$ cat config.mk
export PLATFORM = sky130hd
export DESIGN_NAME = odu_frame_align_check
export DESIGN_NICKNAME = d
export VERILOG_FILES = /design/src/rtl/odu_frame_align_check.sv
export SDC_FILE = /design/constraint.sdc
export NUM_CORES = 2
export LEC_CHECK = 0
export BUFFER_PORTS_ARGS = -buffer_cell sky130_fd_sc_hd__buf_4
export CELL_PAD_IN_SITES_DETAIL_PLACEMENT = 0
export CELL_PAD_IN_SITES_GLOBAL_PLACEMENT = 2
export CORE_MARGIN = 4
export CORE_UTILIZATION = 35
export DETAILED_ROUTE_END_ITERATION = 6
export MAX_ROUTING_LAYER = met4
export PLACE_DENSITY = 0.85
export SLEW_MARGIN = 20
export SYNTH_ARGS = -nofsm -noshare
export SYNTH_HDL_FRONTEND = slang
export SYNTH_SLANG_ARGS = --single-unit
$ cat constraint.sdc
create_clock -name clk -period 51.4 [get_ports clk]
set_input_delay 2.57 -clock clk [delete_from_list [all_inputs] [get_ports clk]]
set_output_delay 2.57 -clock clk [all_outputs]
set_load 0.02 [all_outputs]
$ cat src/rtl/odu_frame_align_check.sv
// Per-channel ODU frame alignment checker for the interleaved receive word stream.
// Tracks row/word/MFAS position per channel, acquires lock and flags framing faults.
//
// state   | meaning
// --------+-------------------------------------------------------------------
// HUNT    | waiting for a word carrying both fs and rs
// PRESYNC | one frame start seen; checking alignment up to the next frame start
// SYNC    | locked; any fs/rs/mfas mismatch is a counted, sticky error

module odu_frame_align_check #(
    parameter int NUM_CH    = 80,
    parameter int ROW_WORDS = 80
) (
    input  logic              clk,
    input  logic              rst,
    input  logic              i_valid,
    input  logic [383:0]      i_data,
    input  logic              i_fs,
    input  logic              i_rs,
    input  logic [7:0]        i_mfas,
    input  logic [6:0]        i_chid,
    input  logic              i_clr,
    output logic [NUM_CH-1:0] o_lock_chid,
    output logic [NUM_CH-1:0] o_error_chid,
    output logic              o_err_pulse,
    output logic [6:0]        o_err_id,
    output logic [15:0]       o_err_cnt
);

    localparam int             WW       = (ROW_WORDS > 1) ? $clog2(ROW_WORDS) : 1;
    localparam logic [WW-1:0]  W_LAST   = WW'(ROW_WORDS - 1);
    localparam logic [WW-1:0]  W_ONE    = WW'(1);
    localparam logic [7:0]     NUM_CH_L = 8'(NUM_CH);

    typedef enum logic [1:0] {
        HUNT    = 2'd0,
        PRESYNC = 2'd1,
        SYNC    = 2'd2
    } fsm_t;

    // Payload is not inspected; reduced only so the port is consumed.
    logic data_unused;
    assign data_unused = ^i_data;

    logic       valid_s1_q;
    logic       fs_s1_q;
    logic       rs_s1_q;
    logic [7:0] mfas_s1_q;
    logic [6:0] chid_s1_q;
    logic       clr_s1_q;

    always_ff @(posedge clk or posedge rst) begin
        if (rst) begin
            valid_s1_q <= 1'b0;
            fs_s1_q    <= 1'b0;
            rs_s1_q    <= 1'b0;
            mfas_s1_q  <= 8'd0;
            chid_s1_q  <= 7'd0;
            clr_s1_q   <= 1'b0;
        end else begin
            valid_s1_q <= i_valid;
            fs_s1_q    <= i_fs;
            rs_s1_q    <= i_rs;
            mfas_s1_q  <= i_mfas;
            chid_s1_q  <= i_chid;
            clr_s1_q   <= i_clr;
        end
    end

    fsm_t          fsm_q [NUM_CH];
    logic [WW-1:0] w_q   [NUM_CH];
    logic [1:0]    r_q   [NUM_CH];
    logic [7:0]    em_q  [NUM_CH];

    fsm_t          cur_fsm;
    logic [WW-1:0] cur_w;
    logic [1:0]    cur_r;
    logic [7:0]    cur_em;
    logic          in_range;

    assign in_range = ({1'b0, chid_s1_q} < NUM_CH_L);
    assign cur_fsm  = fsm_q[chid_s1_q];
    assign cur_w    = w_q[chid_s1_q];
    assign cur_r    = r_q[chid_s1_q];
    assign cur_em   = em_q[chid_s1_q];

    fsm_t          fsm_d;
    logic [WW-1:0] w_d;
    logic [1:0]    r_d;
    logic [7:0]    em_d;
    logic          wr_en;
    logic          err_d;
    logic          fs_exp;
    logic          rs_exp;
    logic          match;
    logic [WW-1:0] w_adv;
    logic [1:0]    r_adv;
    logic [7:0]    em_adv;

    always_comb begin
        fsm_d  = cur_fsm;
        w_d    = cur_w;
        r_d    = cur_r;
        em_d   = cur_em;
        wr_en  = 1'b0;
        err_d  = 1'b0;
        fs_exp = (cur_r == 2'd0) && (cur_w == '0);
        rs_exp = (cur_w == '0);
        match  = (fs_s1_q == fs_exp) && (rs_s1_q == rs_exp) && (mfas_s1_q == cur_em);

        // Position one word ahead; MFAS rolls only when the last word of row 3 passes.
        if (cur_w == W_LAST) begin
            w_adv  = '0;
            r_adv  = cur_r + 2'd1;
            em_adv = (cur_r == 2'd3) ? cur_em + 8'd1 : cur_em;
        end else begin
            w_adv  = cur_w + W_ONE;
            r_adv  = cur_r;
            em_adv = cur_em;
        end

        if (valid_s1_q && in_range) begin
            wr_en = 1'b1;
            unique case (cur_fsm)
                HUNT: begin
                    if (fs_s1_q && rs_s1_q) begin
                        fsm_d = PRESYNC;
                        em_d  = mfas_s1_q;
                        w_d   = W_ONE;
                        r_d   = 2'd0;
                    end
                end
                PRESYNC: begin
                    if (!match) begin
                        fsm_d = HUNT;
                    end else begin
                        if (fs_exp) begin
                            fsm_d = SYNC;
                        end
                        w_d  = w_adv;
                        r_d  = r_adv;
                        em_d = em_adv;
                    end
                end
                SYNC: begin
                    if (!match) begin
                        fsm_d = HUNT;
                        err_d = 1'b1;
                    end else begin
                        w_d  = w_adv;
                        r_d  = r_adv;
                        em_d = em_adv;
                    end
                end
                default: fsm_d = HUNT;
            endcase
        end
    end

    always_ff @(posedge clk or posedge rst) begin
        if (rst) begin
            for (int i = 0; i < NUM_CH; i++) begin
                fsm_q[i] <= HUNT;
                w_q[i]   <= '0;
                r_q[i]   <= 2'd0;
                em_q[i]  <= 8'd0;
            end
        end else if (wr_en) begin
            fsm_q[chid_s1_q] <= fsm_d;
            w_q[chid_s1_q]   <= w_d;
            r_q[chid_s1_q]   <= r_d;
            em_q[chid_s1_q]  <= em_d;
        end
    end

    logic       err_s2_q;
    logic [6:0] id_s2_q;
    logic       clr_s2_q;

    always_ff @(posedge clk or posedge rst) begin
        if (rst) begin
            err_s2_q <= 1'b0;
            id_s2_q  <= 7'd0;
            clr_s2_q <= 1'b0;
        end else begin
            err_s2_q <= err_d;
            id_s2_q  <= chid_s1_q;
            clr_s2_q <= clr_s1_q;
        end
    end

    logic [NUM_CH-1:0] lock_vec;
    logic [NUM_CH-1:0] lock_q;
    logic [NUM_CH-1:0] errv_q;
    logic [NUM_CH-1:0] errv_base;
    logic [NUM_CH-1:0] errv_d;
    logic [15:0]       cnt_q;
    logic [15:0]       cnt_base;
    logic [15:0]       cnt_d;
    logic              pulse_q;
    logic              pulse_d;
    logic [6:0]        id_q;
    logic [6:0]        id_d;

    always_comb begin
        lock_vec = '0;
        for (int i = 0; i < NUM_CH; i++) begin
            lock_vec[i] = (fsm_q[i] == SYNC);
        end
    end

    // Clear is applied before a coinciding error so the new error survives.
    always_comb begin
        errv_base = clr_s2_q ? '0 : errv_q;
        cnt_base  = clr_s2_q ? 16'd0 : cnt_q;
        errv_d    = errv_base;
        cnt_d     = cnt_base;
        pulse_d   = err_s2_q;
        id_d      = 7'd0;
        if (err_s2_q) begin
            errv_d = errv_base | ({{(NUM_CH-1){1'b0}}, 1'b1} << id_s2_q);
            id_d   = id_s2_q;
            if (cnt_base != 16'hFFFF) begin
                cnt_d = cnt_base + 16'd1;
            end
        end
    end

    always_ff @(posedge clk or posedge rst) begin
        if (rst) begin
            lock_q  <= '0;
            errv_q  <= '0;
            cnt_q   <= 16'd0;
            pulse_q <= 1'b0;
            id_q    <= 7'd0;
        end else begin
            lock_q  <= lock_vec;
            errv_q  <= errv_d;
            cnt_q   <= cnt_d;
            pulse_q <= pulse_d;
            id_q    <= id_d;
        end
    end

    assign o_lock_chid  = lock_q;
    assign o_error_chid = errv_q;
    assign o_err_pulse  = pulse_q;
    assign o_err_id     = id_q;
    assign o_err_cnt    = cnt_q;

endmodule
# After elaboration in Yosys (flattened, before gate mapping)
# Cells that the tools add are included.
# totals
mem_bits_ro	0
out_inout_bits	184
regBits	1732
latchBits	0
inputBits	405
elab_cells	496
mem_bits_rw	0
mem_count	0
# classes
eq_ne	88
mux	54
n_div	0
n_mul	0
reduce_logical	10
order_cmp	3
addsub	4
n_bitwise	2
shift	1
# op_table
operator	n
$bwmux 640	1
$bwmux 560	1
$bwmux 160	2
$eq 2x2->1 const B	82
$mux 80	2
$or 80x80->80	1
$shl 1x7->80 const A	1
$mux 8	8
$bmux 8 s7	1
$demux 8 s7	1
$mux 7	8
$bmux 7 s7	1
$demux 7 s7	1
$mux 16	3
$bmux 2 s7	2
$mux 2	14
$add 16x1->16 const B	1
$ne 16x16->1 const B	1
$pmux 8 s2	1
$demux 2 s7	1
$pmux 7 s2	1
$add 8x1->8 const B	1
$eq 8x8->1	1
$ge 8x8->1 const B	1
15 further kinds	25

# Longest topological paths before layout
# logic_depth
word_depth	13
ltp_mapped	28
depth_no_buf	18

# Worst setup path after synthesis
# Ideal clock, no wire load.
# synth_timing
path_type	flip-flop to flip-flop
start	register chid_s1_q[0]
end	register em_q[504] (netlist bit)
setup_ps	137
arrival_ps	5610
path_slack_ps	45653
stages_incl_launch_ff	26
required_time_ps	51263
path_buffers	9
path_cell_list	dfrtp_1 buf_4 buf_6 buf_4 buf_4 buf_2 buf_4 buf_2 mux2_2 a221oi_1 nor2_1 a221oi_1 nor2_1 a221oi_1 nand4_1 inv_1 ha_1 nand3_1 nor4_1 mux2i_1 a2111oi_0 xor2_1 a222oi_1 clkbuf_1 clkbuf_1 a21oi_1
# synth_via
elab_chain_cells	13
elab_cells_between_ends	43
cone_classes	1 x add/sub; 3 x order compare; 7 x eq/ne; 22 x mux; 1 x bitwise; 9 x reduce/logical
# synth_lines
item	line_no	rtl
start: declaration	49	logic [6:0] chid_s1_q;
start signal: assignment	65	chid_s1_q <= i_chid;
branches (longest 13 deep; another with $add 8x1->8)	-	
end signal: indexed assignment	172	em_q[chid_s1_q] <= em_d;
end: declaration	73	logic [7:0] em_q [NUM_CH];
# Parallel ways; which one is timed is not known. The select of a mux whose other input is x is not followed.
# A chain may end at the register's enable or synchronous reset.

# Worst setup path in the final report
# layout_timing
start	register chid_s1_q[0]
end	register em_q[243] (netlist bit)
# Same word-level chain as after synthesis.

==> results.py <==
metrics = {
    "yosys": {
        "post_synth_fa_ha_maj_area_fraction_pct": 0.165,
        "synthMostInstantiatedCell": "dfrtp_1",
        "asyncSetResetFlopFracSynth_pct": 100,
        "synth_simple_gate_area_share_pct": 11.6,
        "postSynthNetCount": 7991,
        "synth_area_leaders": "dfrtp_1 57%, o21ai_0 5.8%, nand2_1 5.3%",
        "synth_top_cells_by_count": "1,732 x dfrtp_1, 1,067 x nand2_1, 886 x o21ai_0, 760 x nor2_1, 729 x a21oi_1",
        "synthesis.yosys.warnings": 0,
        "synth_area_um2": 76000,
        "synthesized_area_fraction_occupied_by_ao_oa_aoi_and_oai_cells_pct": 19.3,
        "mean_area_per_synthesized_cell_um2": 10.0,
        "yosys_most_used_dff": "dfrtp_1",
        "synth_edf_count": 0,
        "synth_top_family_by_area": "compound AO/OA/AOI/OAI gates",
        "synth_top_area_cell": "dfrtp_1",
        "synth_cell_types": 92,
        "postSynthCellCount": 7576,
        "synth_xor_xnor_area_share_pct": 0.207,
        "share_of_the_synthesized_area_in_the_top_cell_type_pct": 57.0,
        "yosysSeqAreaShare_pct": 57.0,
        "muxShareOfSynthArea_pct": 7.64,
        "postSynthRegisterBits": 1732,
    },
    "floorplanning": {
        "boundaryPins": 589,
        "fp-row-count": 170,
        "die-width_um": 474,
        "die_height_um": 474,
        "dieArea_um2": 225000,
        "start_util_pct": 35.3,
        "fp.coreArea_um2": 215000,
    },
    "final_layout": {
        "syn_to_final_growth_pct": 14.5,
        "layout.filler_cells": 20900,
        "layout.core_utilization_pct": 40.5,
        "post_route_cells_drive_above_1_share_pct": 14.2,
        "stdcell_area_um2": 87100,
        "multi_input_comb_area_um2": 29900,
        "layout.nets": 7989,
        "layout.area.seq_um2": 43400,
    },
    "worst_setup_path": {
        "required_ns": 52.06,
        "timing.critical_path.fanout_max": 78,
        "crit_path_cell_trace": "buf_12 -> buf_4 -> buf_4 -> nand2b_2 -> o22ai_1 -> o21ai_0 -> a41o_1 -> nand4b_1 -> nor4_2 -> mux2i_1 -> a2111oi_0 -> xor2_1 -> a222oi_1 -> buf_4 -> a21oi_1",
        "timing.critical_path.arrival_ns": 9.85,
        "r2r_cells": 15,
        "end_kind": "flip-flop",
        "endpoint": "em_q[243]",
        "cp-start-kind": "flip-flop",
        "r2r_end": "em_q[243]",
        "r2r_setup_slack_ns": 42.21,
        "cpPeakStageDelay_ns": 0.91,
        "critical-path-top-cell-by-count": "buf_4",
        "worst_setup_path_startpoint": "chid_s1_q[0]",
        "kind_of_critical_path": "reg -> reg",
        "worst_path_max_delay_cell": "buf_4",
        "r2r_start": "chid_s1_q[0]",
    },
    "cts": {
        "cts_made_buffers": 184,
        "ctsLongestPathBuffers": 3,
        "postCtsSetupBuffers": 0,
        "cts_hold_repair.buffers": 0,
        "clock_tree.htree_level_count": 4,
        "path_clk_slew_ns": 0.06,
        "cts_resized": 0,
        "clock_tree_from_tritoncts": "built",
        "ctsRootBufferMaster": "clkbuf_16",
        "clk_latency_ns": 0.85,
        "sink_count_of_the_clock_tree": 1732,
    },
    "global_route": {
        "grt_start_max_net_pins": 159,
        "grt_antenna_before_repair": 12,
        "grt_first_pass_wirelength_um": 414000,
        "grt_usage_pct": 25.5,
        "grt_ovf": 0,
        "via_count_of_the_first_global_routing_pass": 58100,
    },
    "route": {
        "via_per_inst": 5.75,
        "detailedRoute.firstIterationViolations": 7054,
        "wire_per_inst_um": 26.8,
        "routed_wirelength_um": 283000,
        "drt.antenna.violating_nets": 0,
        "detail_route.drc_violations": 0,
        "detailroute.via_count": 60800,
        "total_iterations_of_the_first_detailed_routing_run": 7,
    },
    "placed_design": {
        "port_buffers": 204,
        "placed_area_um2": 80700,
        "gp_routability_congestion": 0.888,
        "hpwlAfterDp_um": 177000,
    },
    "timing": {
        "tightest_slew_ns": 1.17,
        "slew-limit-headroom_pct": 22.0,
        "achievable-frequency_mhz": 109,
        "setup_repair_after_global_routing_missed_its_margin": "no",
        "period_minus_slack_ns": 9.19,
        "worst_hold_slack_ns": 0.366,
        "finalSetupViolCount": 0,
        "setup_tns_ns": 0,
        "timing_hold_violations_final": 0,
        "max_clock_skew_ns": 0.0365,
        "final-max-slew-violation-count": 0,
        "layout_worst_path_cycle_share_pct": 17.9,
    },
    "power_and_ir_drop": {
        "p_switching_uw": 829,
        "power.ir.vdd_worst_mv": 0.0333,
        "sw_frac_of_total_pct": 26.1,
        "power.internal_mw": 2.35,
        "power-per-cell-area_nw_per_um2": 36.5,
        "power_frac_seq_pct": 46.4,
        "power.share.clock_pct": 44.0,
        "power.static_leakage_nw": 38.8,
        "total_power_mw": 3.18,
        "power_frac_comb_pct": 9.6,
    },
    "run_status": {
        "run_status": "complete, no violations",
    },
    "worst_hold_path": {
        "hp-class": "reg -> reg",
    },
    "run": {
        "cap_viol_max_count": 0,
    },
}
## sequential cells by signal, summed over array words and instances, names as in the netlist
name,count
id_s2_q,7
o_lock_chid,80
fsm_q,160
chid_s1_q,7
em_q,640
rs_s1_q,1
o_err_id,7
o_err_pulse,1
w_q,560
o_err_cnt,16
o_error_chid,80
clr_s2_q,1
r_q,160
valid_s1_q,1
err_s2_q,1
clr_s1_q,1
mfas_s1_q,8
fs_s1_q,1
## per-layer routing
| layer | track usage, % | share of wire [%] |
|---|---|---|
| met1 | 34.7 | 43 |
| met2 | 37.9 | 45 |
| met3 | 4.91 | 8.2 |
| met4 | 9.41 | 4.0 |
| met5 | - | 0 |
## placed cells by master, fill, tap and decap left out, types with 14 or more instances in the layout
master | netlist | final
nor2_1 | 760 | 744
o21ai_0 | 886 | 886
clkbuf_8 | 0 | 46
bufinv_16 | 0 | 18
inv_1 | 95 | 91
clkbuf_16 | 0 | 187
a31oi_1 | 103 | 103
nor2b_1 | 113 | 106
diode_2 | 0 | 14
nand4_1 | 23 | 23
mux4_2 | 73 | 73
buf_4 | 37 | 441
mux2_2 | 145 | 145
and2_1 | 25 | 22
a221o_1 | 26 | 26
a22o_1 | 47 | 47
a22oi_1 | 174 | 174
clkinv_2 | 0 | 35
mux2i_1 | 250 | 250
o221ai_1 | 15 | 15
nand3_1 | 54 | 53
nand2_1 | 1067 | 1063
a21oi_1 | 729 | 727
a21oi_2 | 30 | 30
dfrtp_1 | 1732 | 1726
a221oi_1 | 118 | 118
clkbuf_1 | 466 | 35
a32o_1 | 29 | 29
o22ai_1 | 146 | 145
o21ai_1 | 40 | 39
## how the worst min path moves through the flow
stage	start	to	slack (ns)	cells after the start
6_report	clr_s1_q	clr_s2_q	0.37	0
5_1_grt	clr_s1_q	clr_s2_q	0.38	0
4_1_cts	clr_s1_q	clr_s2_q	0.36	0
3_5_place_dp	clr_s1_q	clr_s2_q	0.34	0
3_3_place_gp	clr_s1_q	clr_s2_q	0.34	0
2_1_floorplan	clr_s1_q	clr_s2_q	0.33	0
## through the flow
stage / cells / setup WS [ns]
after floorplan: 7576 / 24.81
after global placement: 10200 / 42.24
final: 10600 / 42.21
after detailed placement: 10200 / 42.20
after global routing: 10600 / 41.75
after CTS: 10600 / 42.16
## area by class of cell
type	instances	share of cell area, %
flip-flops and latches	1732	49.8
inverters	97	0.425
repair buffers	451	4.02
clock inverters	73	1.04
diodes	14	0.0402
well taps	2838	4.08
multi-input cells	5108	34.4
clock buffers	268	6.25
## worst max-delay path: cells and delay by family, from the launching register on
kind | cells | cell delay (ns)
compound gates | 6 | 2.22
xor+xnor | 1 | 0.18
mux | 1 | 0.67
buf+inv | 4 | 2.71
simple gates | 3 | 2.10
flops | 1 | 0.80
## kinds of logic (layout without fill, tap and decap cells)
logic type / count (synthesis) / count (layout)
other cells: 0 / 14
mux: 471 / 471
simple gates: 2140 / 2140
flops: 1732 / 1732
fa+ha+maj: 10 / 10
xor+xnor: 18 / 18
compound gates: 2469 / 2469
buf+inv: 736 / 889
## power by group through the flow
stage	Sequential, mW	Combinational, mW	Clock, mW
6_report	1.48	0.305	1.40
3_5_place_dp	1.50	0.301	0
5_1_grt	1.48	0.328	1.48
2_1_floorplan	1.50	0.195	0
4_1_cts	1.47	0.302	1.42
3_3_place_gp	1.49	0.295	0
Power figures use the tool's default switching activity.
